<file path="config.mk">
export PLATFORM = sky130hd
export DESIGN_NAME = ysyx_22041211_pc_gen
export DESIGN_NICKNAME = d
export VERILOG_FILES = /design/src/rtl/ysyx_22041211_pkg.sv /design/src/rtl/ysyx_22041211_redirect_arb.sv /design/src/rtl/ysyx_22041211_pc_gen.sv
export SDC_FILE = /design/constraint.sdc
export NUM_CORES = 1
export LEC_CHECK = 0
export BUFFER_PORTS_ARGS = -buffer_cell sky130_fd_sc_hd__buf_2
export CAP_MARGIN = 20
export CORE_ASPECT_RATIO = 1.4
export CORE_UTILIZATION = 50
export CTS_CLUSTER_DIAMETER = 60
export DETAILED_ROUTE_END_ITERATION = 10
export PLACE_DENSITY = 0.81
export SYNTH_ARGS = -nofsm -noshare
export SYNTH_HDL_FRONTEND = slang
export SYNTH_HIERARCHICAL = 1
export SYNTH_SLANG_ARGS = --single-unit
</file>
<file path="constraint.sdc">
create_clock -name clk -period 2.09 [get_ports clk]
set_input_delay 0.1045 -clock clk [delete_from_list [all_inputs] [get_ports clk]]
set_output_delay 0.1045 -clock clk [all_outputs]
set_load 0.01 [all_outputs]
</file>
<file path="src/rtl/ysyx_22041211_pkg.sv">
// Shared types and constants for the NPC fetch front end.
package ysyx_22041211_pkg;

  typedef enum logic [1:0] {
    ST_BOOT = 2'd0,
    ST_RUN  = 2'd1,
    ST_HALT = 2'd2
  } pc_state_e;

  typedef enum logic [1:0] {
    SRC_SEQ    = 2'd0,
    SRC_BRANCH = 2'd1,
    SRC_TRAP   = 2'd2
  } redir_src_e;

  localparam logic [31:0] DEFAULT_RESET_VAL = 32'h8000_0000;

endpackage

</file>
<file path="src/rtl/ysyx_22041211_redirect_arb.sv">
// Priority select between trap and branch redirects, plus target alignment check.
module ysyx_22041211_redirect_arb
  import ysyx_22041211_pkg::*;
#(
  parameter int ADDR_LEN   = 32,
  parameter int INST_BYTES = 4
) (
  input  logic                branch_flag_i,
  input  logic [ADDR_LEN-1:0] branch_target_i,
  input  logic                trap_flag_i,
  input  logic [ADDR_LEN-1:0] trap_target_i,
  output logic                redir_valid_o,
  output logic [ADDR_LEN-1:0] redir_target_o,
  output logic                redir_misalign_o
);

  localparam int ALIGN_W = $clog2(INST_BYTES);

  redir_src_e w_src;

  always_comb begin
    w_src = SRC_SEQ;
    if (trap_flag_i)        w_src = SRC_TRAP;
    else if (branch_flag_i) w_src = SRC_BRANCH;
  end

  // Only the winning target is checked; a misaligned winner is never
  // replaced by a lower-priority candidate.
  always_comb begin
    redir_target_o = '0;
    case (w_src)
      SRC_TRAP:   redir_target_o = trap_target_i;
      SRC_BRANCH: redir_target_o = branch_target_i;
      default:    redir_target_o = '0;
    endcase
    redir_valid_o    = (w_src != SRC_SEQ);
    redir_misalign_o = redir_valid_o && (redir_target_o[ALIGN_W-1:0] != '0);
  end

endmodule

</file>
<file path="src/rtl/ysyx_22041211_pc_gen.sv">
// Program-counter generator: holds the PC, offers it to the IFU and applies redirects.
module ysyx_22041211_pc_gen
  import ysyx_22041211_pkg::*;
#(
  parameter int                  ADDR_LEN   = 32,
  parameter logic [ADDR_LEN-1:0] RESET_VAL  = DEFAULT_RESET_VAL,
  parameter int                  INST_BYTES = 4,
  parameter int                  CNT_W      = 64
) (
  input  logic                clk,
  input  logic                rst,
  output logic                pc_valid_o,
  input  logic                pc_ready_i,
  output logic [ADDR_LEN-1:0] pc_o,
  output logic [ADDR_LEN-1:0] dnpc_o,
  input  logic                branch_flag_i,
  input  logic [ADDR_LEN-1:0] branch_target_i,
  input  logic                trap_flag_i,
  input  logic [ADDR_LEN-1:0] trap_target_i,
  input  logic                halt_i,
  output logic                flush_o,
  output logic                misalign_o,
  output logic [CNT_W-1:0]    fetch_cnt_o,
  output logic [1:0]          state_o
);

  pc_state_e           r_state, w_state_nxt;
  logic [ADDR_LEN-1:0] r_pc, w_pc_nxt;
  logic                r_flush, w_flush_nxt;
  logic                r_misalign, w_misalign_nxt;
  logic [CNT_W-1:0]    r_cnt;
  logic                w_fire;
  logic                w_redir_valid;
  logic [ADDR_LEN-1:0] w_redir_target;
  logic                w_redir_misalign;

  ysyx_22041211_redirect_arb #(
    .ADDR_LEN  (ADDR_LEN),
    .INST_BYTES(INST_BYTES)
  ) u_arb (
    .branch_flag_i   (branch_flag_i),
    .branch_target_i (branch_target_i),
    .trap_flag_i     (trap_flag_i),
    .trap_target_i   (trap_target_i),
    .redir_valid_o   (w_redir_valid),
    .redir_target_o  (w_redir_target),
    .redir_misalign_o(w_redir_misalign)
  );

  // Handshake: pc_o is a request whenever pc_valid_o is high; a transfer
  // (fire) happens on an edge where pc_valid_o & pc_ready_i. Valid is a pure
  // function of state, so it never drops while the IFU stalls.
  assign pc_valid_o = (r_state == ST_RUN);
  assign w_fire     = pc_valid_o & pc_ready_i;

  always_comb begin
    w_state_nxt    = r_state;
    w_pc_nxt       = r_pc;
    w_flush_nxt    = 1'b0;
    w_misalign_nxt = 1'b0;
    case (r_state)
      ST_BOOT: w_state_nxt = ST_RUN;
      ST_RUN: begin
        if (halt_i) begin
          w_state_nxt = ST_HALT;
        end else if (w_redir_valid) begin
          if (w_redir_misalign) begin
            w_misalign_nxt = 1'b1;
          end else begin
            w_pc_nxt    = w_redir_target;
            w_flush_nxt = 1'b1;
          end
        end else if (w_fire) begin
          w_pc_nxt = r_pc + ADDR_LEN'(INST_BYTES);
        end
      end
      default: w_state_nxt = r_state;
    endcase
  end

  always_ff @(posedge clk or negedge rst) begin
    if (!rst) begin
      r_state    <= ST_BOOT;
      r_pc       <= RESET_VAL;
      r_flush    <= 1'b0;
      r_misalign <= 1'b0;
      r_cnt      <= '0;
    end else begin
      r_state    <= w_state_nxt;
      r_pc       <= w_pc_nxt;
      r_flush    <= w_flush_nxt;
      r_misalign <= w_misalign_nxt;
      if (w_fire) r_cnt <= r_cnt + CNT_W'(1);
    end
  end

  assign pc_o        = r_pc;
  assign dnpc_o      = w_pc_nxt;
  assign flush_o     = r_flush;
  assign misalign_o  = r_misalign;
  assign fetch_cnt_o = r_cnt;
  assign state_o     = r_state;

endmodule
</file>
Word level (Yosys, flattened, before mapping). Index checks and enable logic that the tools add are counted.

Mux-type cells: 18. Bitwise gates (word level): 1. Add/subtract/negate cells: 2. Eq/ne operators: 4. Reductions and logical operators: 6.

Operators with widths (count): $mux W32 (5); $add A64 B1 Y64 const B (1); $pmux W32 S2 (1); $add A32 B3 Y32 const B (1); $mux W1 (9); $reduce_bool A2 Y1 (3); $eq A2 B1 Y1 const B (2); $mux W2 (2); $pmux W2 S2 (1); $eq A2 B2 Y1 const B (1); $logic_not A2 Y1 (1); $ne A2 B1 Y1 const B (1); $reduce_and A2 Y1 (1); $and A1 B1 Y1 (1); $logic_and A1 B1 Y1 (1).

Word-level logic and storage cells: 36. Flip-flop bits (word level): 100. Output and inout port bits: 133.

Depth between registers and ports, before layout. Gate-level depths: netlist (run 1).

Word-level depth: 10. Depth in mapped cells: 10. Gate-level depth less buffers: 7.

By module. The synthesis (run 1) kept the hierarchy.

Modules (own cells, without submodules): ysyx_22041211_pc_gen (sequential area each 2503.7 um^2, area an instance 5228.8 um^2, cells an instance 540, times used 1); ysyx_22041211_redirect_arb (sequential area each 0.0 um^2, area an instance 386.6 um^2, cells an instance 45, times used 1).

Least setup slack after synthesis (run 1). No wires, ideal clock.

Path kind: register -> register. Start: reg r_state[0] (netlist: state_o[0]). End: reg r_pc[29] (netlist: pc_o[29]). Path slack: -0.095 ns. Stages on the path, launching flop included: 7. Arrival: 2.016 ns. Library setup time: 0.169 ns. Path through: dfrtp_1 clkbuf_2 or3b_2 clkbuf_1 a21oi_2 o22ai_1 a311oi_1.

Cells in the longest elaborated chain, start to end: 6.

Ends and longest elaborated chain: start, declared (RTL line ysyx_22041211_pc_gen.sv:27) `pc_state_e r_state, w_state_nxt;`; start signal, assigned (RTL line ysyx_22041211_pc_gen.sv:89) `r_state <= w_state_nxt;`; $eq A2 B1 Y1 (*) (RTL line ysyx_22041211_pc_gen.sv:53, ysyx_22041211_pc_gen.sv:61); $and A1 B1 Y1 (RTL line ysyx_22041211_pc_gen.sv:54) `assign w_fire = pc_valid_o & pc_ready_i;`; $mux W32 (RTL line ysyx_22041211_pc_gen.sv:73) `end else if (w_fire) begin`; $mux W32 (RTL line ysyx_22041211_pc_gen.sv:66) `end else if (w_redir_valid) begin`; $mux W32 (RTL line ysyx_22041211_pc_gen.sv:64) `if (halt_i) begin`; $mux W32 (*) (RTL line ysyx_22041211_pc_gen.sv:61) `case (r_state)`; via dnpc_o[29] (RTL line ysyx_22041211_pc_gen.sv:15) `output logic [ADDR_LEN-1:0] dnpc_o,`; end signal, assigned (RTL line ysyx_22041211_pc_gen.sv:90) `r_pc <= w_pc_nxt;`; end, declared (RTL line ysyx_22041211_pc_gen.sv:28) `logic [ADDR_LEN-1:0] r_pc, w_pc_nxt;`.

The timed path passes the listed nets; every way through them passes the cells marked *. A chain may end at the register's enable or synchronous reset.

Final worst setup path (run 1).
Start: reg r_state[1] (netlist: state_o[1]). End: out dnpc_o[18].

Cells in the longest elaborated chain, start to end: 6.

Ends and longest elaborated chain (RTL line): $eq A2 B1 Y1 (*) (ysyx_22041211_pc_gen.sv:53, ysyx_22041211_pc_gen.sv:61); $and A1 B1 Y1 (ysyx_22041211_pc_gen.sv:54); $mux W32 (ysyx_22041211_pc_gen.sv:73); $mux W32 (ysyx_22041211_pc_gen.sv:66); $mux W32 (ysyx_22041211_pc_gen.sv:64); $mux W32 (*) (ysyx_22041211_pc_gen.sv:61); end, declared (ysyx_22041211_pc_gen.sv:15).

Every way passes the cells marked *; elsewhere a longest branch is shown, timed or not.

==> results of run 1 <==
-- metrics by stage --
stage / hold WS [ps] / std cells / area (um^2) / power, uW
2_1_floorplan: -191 / 585 / 5650 / 2320
3_3_place_gp: -49.5 / 969 / 7260 / 2610
3_5_place_dp: -44.4 / 969 / 7260 / 2620
4_1_cts: 81.9 / 1005 / 7910 / 4200
5_1_grt: 112 / 1036 / 8600 / 4390
6_report: 91.9 / 1036 / 8600 / 4260
-- power by group --
part / switching, uW / leakage, uW / internal, uW
clock network: 768 / 0.000130 / 814
registers: 49.8 / 0.00132 / 1980
logic: 343 / 0.00288 / 303
-- how the worst min path moves through the flow --
| stage | start | to | slack [ps] | depth (start not counted) |
|---|---|---|---|---|
| after CTS | halt_i | state_o[1] | 80 | 3 |
| after floorplan | rst | fetch_cnt_o[0] | -190 | 0 |
| after global placement | rst | fetch_cnt_o[50] | -50 | 1 |
| after global routing | branch_target_i[4] | pc_o[4] | 110 | 3 |
| after detailed placement | rst | fetch_cnt_o[50] | -40 | 1 |
| final | branch_target_i[4] | pc_o[4] | 90 | 3 |
-- critical path, delay by kind of cell, from the launching register on --
family / cells / cell delay (ps)
AND/OR/NAND/NOR: 5 / 1030
buffers and inverters: 3 / 510
flip-flops: 1 / 410
-- metal layers --
layer | vias up | GRT usage | part of all wire
met1 | 3070 | 0.350 | 0.34
met2 | 474 | 0.555 | 0.52
met3 | 112 | 0.0577 | 0.088
met4 | 0 | 0.162 | 0.051
li1 | 2773 | - | -
met5 | - | 0 | 0
-- flip-flops by register name, summed over array words and instances, names as in the netlist --
register / cells
state_o: 2
misalign_o: 1
pc_o: 32
fetch_cnt_o: 64
flush_o: 1
-- kinds of logic (layout without fill, tap and decap cells) --
family,after synthesis,count (layout),synth area share
AOI/OAI and AO/OA,111,111,0.148
buffers and inverters,45,354,0.0383
adders and majority gates,2,2,0.00446
DFF,100,100,0.446
xor gates and xnor gates,63,63,0.0983
and+or+nand+nor,257,258,0.252
muxes,7,7,0.0127
-- area by class of cell --
class	count	area [um^2]
Multi-Input combinational cell	441	3510
Sequential cell	100	2510
Fill cell	643	2270
Timing Repair Buffer	321	2060
Clock buffer	11	233
Tap cell	141	176
Inverter	17	66.3
Clock inverter	5	35.0
-- cells in the final DEF, fill, tap and decap left out, types with 9 or more instances in the layout --
cell type  Yosys  routed
o21ai_0       12       9
nand3_1       36      24
nor3_1        22      13
nor2_4         0      10
dfrtp_1       99      96
xnor2_1       41      41
nor2_1        37      27
xor2_1        22      21
buf_6          5      22
nand4_1       27      27
nand3_2        0       9
clkbuf_16      0       9
buf_4          0      92
a22o_1        33      33
nand2_1       50      46
buf_2          6     200
inv_1         17      16
and3_1        21      17
-- timing repair --
item	in CTS	in global routing
gates resized for setup	53	100
pin swaps	19	40
endpoints found under the hold margin	99	0
endpoints found under the setup margin	32	83
hold buffers	1	0
cloned	1	1
buffers inserted	18	30
==> impl_metrics.json, run 1 <==
{
  "synthMostInstantiatedCell": "dfrtp_1",
  "grt_max_degree": 67,
  "fin_tns_setup_ps": -10240,
  "synth_area_um2": 5620,
  "rsz0062_at_grt": "true",
  "synthCells": 585,
  "initial_utilization": 0.517,
  "synth_edf_count": 0,
  "h-tree-depth": 3,
  "dr.first_iter.drc_count": 438,
  "reg2reg_to": "fetch_cnt_o[44]",
  "route.detailed.drc": 0,
  "syn_avg_cell_area_um2": 9.60,
  "synth_ff_type": "dfrtp_1",
  "async_flop_share": 1.00,
  "clk_pin_slew_worst_paths_ps": 70,
  "drt-total-wl_um": 20600,
  "critPathMaxFanout": 6,
  "outcome": "finished, violations left",
  "slowest_stage": "dfrtp_1",
  "synthTopCellsByArea": "dfrtp_1, xnor2_1, a22o_1",
  "grt_usage": 0.311,
  "drive_gt1_frac": 0.495,
  "r2r_start": "state_o[1]",
  "antenna_cells": 0,
  "ys_seq_elements": 100,
  "drtAntennaViolNets": 0,
  "netlist.area_leader.share": 0.441,
  "slew_headroom": 0.687,
  "path_class": "reg2out",
  "cts_buffers": 9,
  "cts.sinks": 100,
  "nNetsFinal": 962,
  "cpPeakStageDelay_ps": 410,
  "wire_per_inst_um": 19.9,
  "first_pass_iters": 5,
  "min_path_type": "in2reg",
  "die_w_um": 91.6,
  "cts_tree": "yes",
  "die_h_um": 127,
  "dieArea_um2": 11700,
  "vias": 6429,
  "final_util": 0.791,
  "synth_fp_nets": 657,
  "yosysSeqAreaShare": 0.446,
  "finalMaxSlewViolations": 0,
  "cts-root-buf": "clkbuf_16",
  "yosysUniqueCellTypes": 64,
  "syn2layout_area_growth_pct": 53.1,
  "post-route-min-period_ps": 2420,
  "rrSetupSlack_ps": -230,
  "synth_warnings": 6,
  "grt_pass1_wl_um": 28500,
  "r2r_cells": 9,
  "setup_viol": 64,
  "crit_start": "state_o[1]",
  "tightestPinTransition_ps": 466,
  "fmax_ghz": 0.413,
  "grt_pass1_vias": 5868,
  "synthTopCellsByCount": "dfrtp_1, nand2_1, xnor2_1, nor2_1, nand3_1",
  "num_rows": 45,
  "violations": "negative setup slack",
  "hpwl_um": 13400,
  "cts_max_path_buffers": 2,
  "critical_path.endpoint_type": "primary output",
  "gp_congestion": 0.957,
  "cp-start-kind": "register",
  "crit_chain": "nand4b_1, buf_6, or2_4, nor3_1, buf_4, nand2_1, and3_1, buf_2",
  "peakVddDrop_mv": 0.405,
  "hold_violations": 0,
  "skew_ps": 11.7,
  "cp.required_ps": 1990,
  "finalWorstSetupSlack_ps": -334,
  "cellPowerDensity_nw_per_um2": 496,
  "endpoint": "dnpc_o[18]",
  "p_leak_uw": 0.00434,
  "viasPerCell": 6.21,
  "top_level_ports": 203,
  "antenna_found_initial": 0,
  "min_period_over_period": 1.16,
  "drv_cap": 0,
  "portBuffers": 202,
  "dp_slack_ps": 9.64,
  "core-area_um2": 10900,
  "synth_area_leader_cell": "dfrtp_1",
  "clock_latency_ps": 360,
  "grt_overflow_total": 0,
  "arrival_ps": 2320
}
(Power assumes the default switching activity.)
==> run 2: changes to the inputs <==
--- a/config.mk
+++ b/config.mk
@@ -11,6 +11,7 @@
 export CORE_UTILIZATION = 50
 export CTS_CLUSTER_DIAMETER = 60
 export DETAILED_ROUTE_END_ITERATION = 10
+export GPL_TIMING_DRIVEN = 0
 export PLACE_DENSITY = 0.81
 export SYNTH_ARGS = -nofsm -noshare
 export SYNTH_HDL_FRONTEND = slang
==> run 2 against run 1 <==
Against the previous run: the flow still finishes with violations (negative setup slack); maximum frequency about the same; power increased by 6.9%; setup slack got worse by 1.7 ps; die area unchanged; utilization increased by 3.4 points; combinational power increased by 3.4%; wire length increased by 6.9%; clock power increased by 16%; via count increased by 0.68%; critical path type unchanged; register-to-register slack got worse by 60 ps; sequential power about the same.
==> impl_metrics.json, run 2 (synthesized netlist as in run 1, its figures left out) <==
{
  "outcome": "finished, violations left",
  "violations": "negative setup slack",
  "grt_pass1_wl_um": 31300,
  "portBuffers": 201,
  "syn2layout_area_growth_pct": 59.6,
  "tightestPinTransition_ps": 776,
  "r2r_cells": 8,
  "cts.sinks": 100,
  "cp.required_ps": 1990,
  "crit_chain": "nand3_1, or2_4, buf_6, nor2_4, buf_6, a311oi_2, nor3_2, buf_2",
  "min_path_type": "in2reg",
  "critical_path.endpoint_type": "primary output",
  "viasPerCell": 6.27,
  "fin_area_um2": 8960,
  "cts_buffers": 9,
  "rsz0062_at_grt": "true",
  "drive_gt1_frac": 0.517,
  "num_rows": 45,
  "mostFrequentLayoutCell": "buf_2",
  "route.detailed.drc": 0,
  "drv_cap": 0,
  "nFillCells": 588,
  "cellPowerDensity_nw_per_um2": 508,
  "placed_cell_area_um2": 6860,
  "antenna_found_initial": 0,
  "final_cell_mix": "buf_2, dfrtp_1, buf_4, nand2_1, xnor2_1",
  "cpPeakStageDelay_ps": 450,
  "drt-total-wl_um": 22100,
  "grt_pass1_vias": 6048,
  "die_w_um": 91.6,
  "post-route-min-period_ps": 2430,
  "wire_per_inst_um": 21.4,
  "rrSetupSlack_ps": -290,
  "grt_max_degree": 58,
  "path_class": "reg2out",
  "slew_headroom": 0.483,
  "dieArea_um2": 11700,
  "drtAntennaViolNets": 0,
  "endpoint": "dnpc_o[23]",
  "peakVddDrop_mv": 0.397,
  "dp_slack_ps": -884,
  "setup_viol": 49,
  "dr.first_iter.drc_count": 398,
  "nNetsFinal": 959,
  "gp_congestion": 0.949,
  "antenna_cells": 0,
  "arrival_ps": 2320,
  "finalWorstSetupSlack_ps": -336,
  "cts-root-buf": "clkbuf_16",
  "p_leak_uw": 0.00447,
  "grt_usage": 0.347,
  "largest_reg_flops": 64,
  "final_util": 0.825,
  "hpwl_um": 13500,
  "top_level_ports": 203,
  "slowest_stage": "dfrtp_1",
  "multi_input_area_um2": 3690,
  "crit_top_cell": "buf_6",
  "min_period_over_period": 1.16,
  "finalMaxSlewViolations": 0,
  "cp-start-kind": "register",
  "core-area_um2": 10900,
  "r2r_start": "state_o[1]",
  "crit_start": "pc_o[3]",
  "cpLargestDelayFamily": "simple AND/OR/NAND/NOR gates",
  "fmax_ghz": 0.412,
  "cts_max_path_buffers": 2,
  "clock_latency_ps": 340,
  "reg2reg_to": "fetch_cnt_o[44]",
  "initial_utilization": 0.517,
  "clk_pin_slew_worst_paths_ps": 70,
  "grt_overflow_total": 0,
  "h-tree-depth": 3,
  "critPathMaxFanout": 4,
  "skew_ps": 6.26,
  "first_pass_iters": 4,
  "vias": 6473,
  "critical_path_depth": 8,
  "hold_violations": 0,
  "crit_buf_inv": 3,
  "die_h_um": 127,
  "cts_tree": "yes",
  "fin_tns_setup_ps": -9330,
  "layout.area.seq_um2": 2510
}
## run 2: routing by layer
| metal | GRT usage | wire [um] | up-vias |
|---|---|---|---|
| met3 | 0.0720 | 1940 | 116 |
| met5 | 0 | 0 | - |
| met1 | 0.390 | 7650 | 3143 |
| met4 | 0.163 | 1300 | 0 |
| li1 | - | - | 2775 |
| met2 | 0.623 | 11200 | 439 |
## run 2: power by group
| part | internal, uW | switching [uW] |
|---|---|---|
| Combinational | 305 | 363 |
| Sequential | 1980 | 59.7 |
| Clock | 1060 | 778 |
| Total | 3350 | 1200 |
## run 2: what timing repair did
| action | 4_1_cts | 5_1_grt |
|---|---|---|
| gates resized for setup | 148 | 75 |
| hold buffers | 1 | 0 |
| pin swaps | 39 | 31 |
| endpoints found under the hold margin | 56 | 0 |
| setup endpoints to repair | 96 | 61 |
| cloned | 2 | 3 |
| setup buffers | 57 | 33 |
## run 2: area by class of cell
class	instances	area share
Buffer	25	0.0304
Clock buffer	10	0.0255
Clock inverter	6	0.0106
Inverter	17	0.00824
Multi-Input combinational cell	441	0.412
Sequential cell	100	0.280
Tap cell	141	0.0197
Timing Repair Buffer	293	0.214
## run 2: worst min-delay path by stage
stage / from / to / slack (ps) / cells after the start
floorplan: rst / fetch_cnt_o[0] / -190 / 0
global placement: halt_i / state_o[1] / 370 / 3
finish: halt_i / state_o[1] / 70 / 3
detailed placement: rst / fetch_cnt_o[50] / 220 / 1
global route: halt_i / state_o[1] / 60 / 3
CTS: halt_i / state_o[1] / 50 / 3
## run 2: metrics by stage
stage / hold slack (ps) / total power [uW] / std cells
finish: 70.2 / 4550 / 1033
global route: 57.5 / 4690 / 1033
CTS: 49.3 / 4500 / 1001
detailed placement: 215 / 2580 / 929
global placement: 365 / 2570 / 927
floorplan: -191 / 2320 / 585
## run 2: worst reg2reg max path, stage by stage, from the launching register on
cell	delay, ps
dfrtp_2	430
buf_4	150
buf_6	120
nand4b_1	200
or4_4	610
nor3_4	270
buf_12	170
nand4_1	130
xnor2_1	170
==> run 3: changes to the inputs <==
--- a/config.mk
+++ b/config.mk
@@ -5,6 +5,7 @@
 export SDC_FILE = /design/constraint.sdc
 export NUM_CORES = 1
 export LEC_CHECK = 0
+export ABC_AREA = 1
 export BUFFER_PORTS_ARGS = -buffer_cell sky130_fd_sc_hd__buf_2
 export CAP_MARGIN = 20
 export CORE_ASPECT_RATIO = 1.4
@@ -12,7 +13,7 @@
 export CTS_CLUSTER_DIAMETER = 60
 export DETAILED_ROUTE_END_ITERATION = 10
 export GPL_TIMING_DRIVEN = 0
-export PLACE_DENSITY = 0.81
+export PLACE_DENSITY = 0.78
 export SYNTH_ARGS = -nofsm -noshare
 export SYNTH_HDL_FRONTEND = slang
 export SYNTH_HIERARCHICAL = 1
==> run 3 against run 2 <==
Against the previous run: the run still ends with negative setup slack left; clock skew up 2.7 ps; sequential cell count stayed put; die area is 24% higher; non-clock buffer count is 41 lower.
==> impl_metrics.json, run 3 <==
{
  "synth_warnings": 6,
  "vias": 8092,
  "drv_cap": 0,
  "skew_ps": 8.99,
  "yosysUniqueCellTypes": 39,
  "grt_max_degree": 55,
  "synth_fp_nets": 1107,
  "cellPowerDensity_nw_per_um2": 450,
  "finalMaxSlewViolations": 0,
  "die_h_um": 142,
  "synth_area_um2": 6960,
  "top_level_ports": 203,
  "final_cell_mix": "nand2_1, buf_2, inv_1, nor2_1, dfrtp_1",
  "grt_usage": 0.329,
  "drive_gt1_frac": 0.322,
  "mostFrequentLayoutCell": "nand2_1",
  "clock_latency_ps": 360,
  "outcome": "finished, violations left",
  "r2r_start": "pc_o[2]",
  "cp.required_ps": 1990,
  "antenna_cells": 0,
  "ys_seq_elements": 100,
  "drtAntennaViolNets": 0,
  "initial_utilization": 0.515,
  "cts_buffers": 9,
  "die_w_um": 102,
  "rsz0062_at_grt": "true",
  "first_pass_iters": 5,
  "core-area_um2": 13500,
  "grt_pass1_wl_um": 36700,
  "min_path_type": "in2reg",
  "synth_area_leader_cell": "dfrtp_1",
  "yosysSeqAreaShare": 0.360,
  "hpwl_um": 17500,
  "hp-start": "halt_i",
  "grtUsageMet1": 0.340,
  "hold_violations": 0,
  "viasPerCell": 5.45,
  "p_leak_uw": 0.00456,
  "critPathMaxFanout": 3,
  "portBuffers": 200,
  "route.detailed.drc": 0,
  "slowest_stage": "dfrtp_1",
  "finalWorstSetupSlack_ps": -172,
  "peakVddDrop_mv": 0.355,
  "met2_usage": 0.596,
  "dieArea_um2": 14400,
  "cts_tree": "yes",
  "final_cells": 1485,
  "num_rows": 50,
  "cts.sinks": 100,
  "hold_depth": 3,
  "cpPeakStageDelay_ps": 420,
  "synthTopCellsByArea": "dfrtp_1, nand2_1, nor2_1",
  "synthCells": 1035,
  "post-route-min-period_ps": 2260,
  "fin_tns_setup_ps": -2150,
  "antenna_found_initial": 0,
  "min_period_over_period": 1.08,
  "syn2layout_area_growth_pct": 35.3,
  "netlist.area_leader.share": 0.356,
  "synthMostInstantiatedCell": "nand2_1",
  "r2r_cells": 13,
  "setup_viol": 24,
  "rrSetupSlack_ps": -40,
  "syn_avg_cell_area_um2": 6.73,
  "place_inst": 1418,
  "reg2reg_to": "pc_o[20]",
  "grt_overflow_total": 0,
  "use_met3": 0.0458,
  "dr.first_iter.drc_count": 416,
  "cp-start-kind": "register",
  "path_class": "reg2out",
  "crit_chain": "buf_4, buf_4, nand3_2, nor2_4, nand2_2, nor2_4, inv_1, nor2_2, o21ai_0, nand2_1, nand3_2, buf_2",
  "largest_reg_flops": 64,
  "tightestPinTransition_ps": 705,
  "synth_ff_type": "dfrtp_1",
  "cts_max_path_buffers": 2,
  "grt.busiest_layer": "met2",
  "gp_congestion": 0.965,
  "nNetsFinal": 1370,
  "cts-root-buf": "clkbuf_16",
  "p_total_uw": 4240,
  "slew_headroom": 0.530,
  "synth_edf_count": 0,
  "violations": "negative setup slack",
  "async_flop_share": 1.00,
  "arrival_ps": 2160,
  "drt-total-wl_um": 23900,
  "h-tree-depth": 3,
  "clk_pin_slew_worst_paths_ps": 70,
  "synthTopCellsByCount": "nand2_1, nor2_1, inv_1, dfrtp_1, nand3_1",
  "worstHoldEndpoint": "state_o[1]",
  "nFillCells": 1144,
  "critical_path.endpoint_type": "primary output",
  "hold-worst-slack_ps": 51.4,
  "fmax_ghz": 0.442,
  "wire_per_inst_um": 16.1,
  "grt_pass1_vias": 7733
}
[run 3: cell types whose count changed in the layout (fill, tap and decap cells not counted), moves of 12 or more]
| cell | previous run | this run |
|---|---|---|
| nand3_2 | 7 | 22 |
| nor2_4 | 7 | 30 |
| xnor2_1 | 36 | 20 |
| nand2_1 | 42 | 356 |
| nor2_1 | 25 | 102 |
| and3_1 | 16 | 0 |
| nand3_1 | 22 | 78 |
| nor3_1 | 12 | 25 |
| a22o_1 | 33 | 1 |
| buf_4 | 67 | 49 |
| buf_6 | 27 | 15 |
| inv_1 | 15 | 102 |
[run 3: cell type report]
| class | count | area (um^2) | share of cell area |
|---|---|---|---|
| sequential | 100 | 2510 | 0.267 |
| clock inverter | 6 | 63.8 | 0.00677 |
| buffer | 24 | 193 | 0.0205 |
| timing repair buffer | 253 | 1460 | 0.155 |
| inverter | 111 | 424 | 0.0450 |
| tap | 182 | 228 | 0.0242 |
| multi-input combinational | 799 | 4300 | 0.456 |
| clock buffer | 10 | 239 | 0.0254 |
[run 3: layer usage]
layer / part of all wire / wire length, um / vias up
met4: 0.072 / 1720 / 0
met3: 0.069 / 1650 / 130
met2: 0.51 / 12300 / 454
met5: 0 / 0 / -
met1: 0.35 / 8280 / 3666
li1: - / - / 3842
[run 3: where the power goes]
group,internal [uW],total (uW),switching (uW)
clock,959,1740,779
combinational,195,497,301
sequential,1960,2010,43.6
total,3120,4240,1120
[run 3: how the worst max path moves through the flow]
stage / cells after the start / start / end
floorplan: 10 / state_o[1] / pc_o[29]
finish: 12 / pc_o[3] / dnpc_o[17]
detailed placement: 9 / branch_flag_i / dnpc_o[3]
global placement: 1 / rst / pc_o[29]
global route: 12 / pc_o[3] / dnpc_o[17]
CTS: 10 / state_o[1] / dnpc_o[20]
[run 3: kinds of logic (layout without fill, tap and decap cells)]
group,count (synthesis),count (layout),share of synthesized area
adders and majority gates,2,2,0.00359
DFF,100,100,0.360
xor gates and xnor gates,43,43,0.0541
AOI/OAI and AO/OA,64,64,0.0607
buffers and inverters,136,404,0.0857
and+or+nand+nor,690,690,0.436
[run 3: metrics by stage]
| step | util | instance area [um^2] | setup slack [ps] |
|---|---|---|---|
| 6_report | 0.697 | 9420 | -172 |
| 5_1_grt | 0.697 | 9420 | -254 |
| 4_1_cts | 0.677 | 9140 | -56.2 |
| 3_5_place_dp | 0.609 | 8220 | 6.68 |
| 3_3_place_gp | 0.606 | 8190 | -113 |
| 2_1_floorplan | - | 6960 | 422 |
[run 3: repair_timing]
action,4_1_cts,5_1_grt
hold buffers,1,0
setup endpoints to repair,30,38
gates resized for setup,93,43
pin swaps,33,44
buffers inserted,34,19
hold endpoints to repair,46,0
[run 3: critical path: cells and delay by family, from the launching register on]
kind | cells | cell delay, ps
buffers and inverters | 4 | 470
AOI/OAI and AO/OA | 1 | 100
DFF | 1 | 420
and+or+nand+nor | 7 | 800
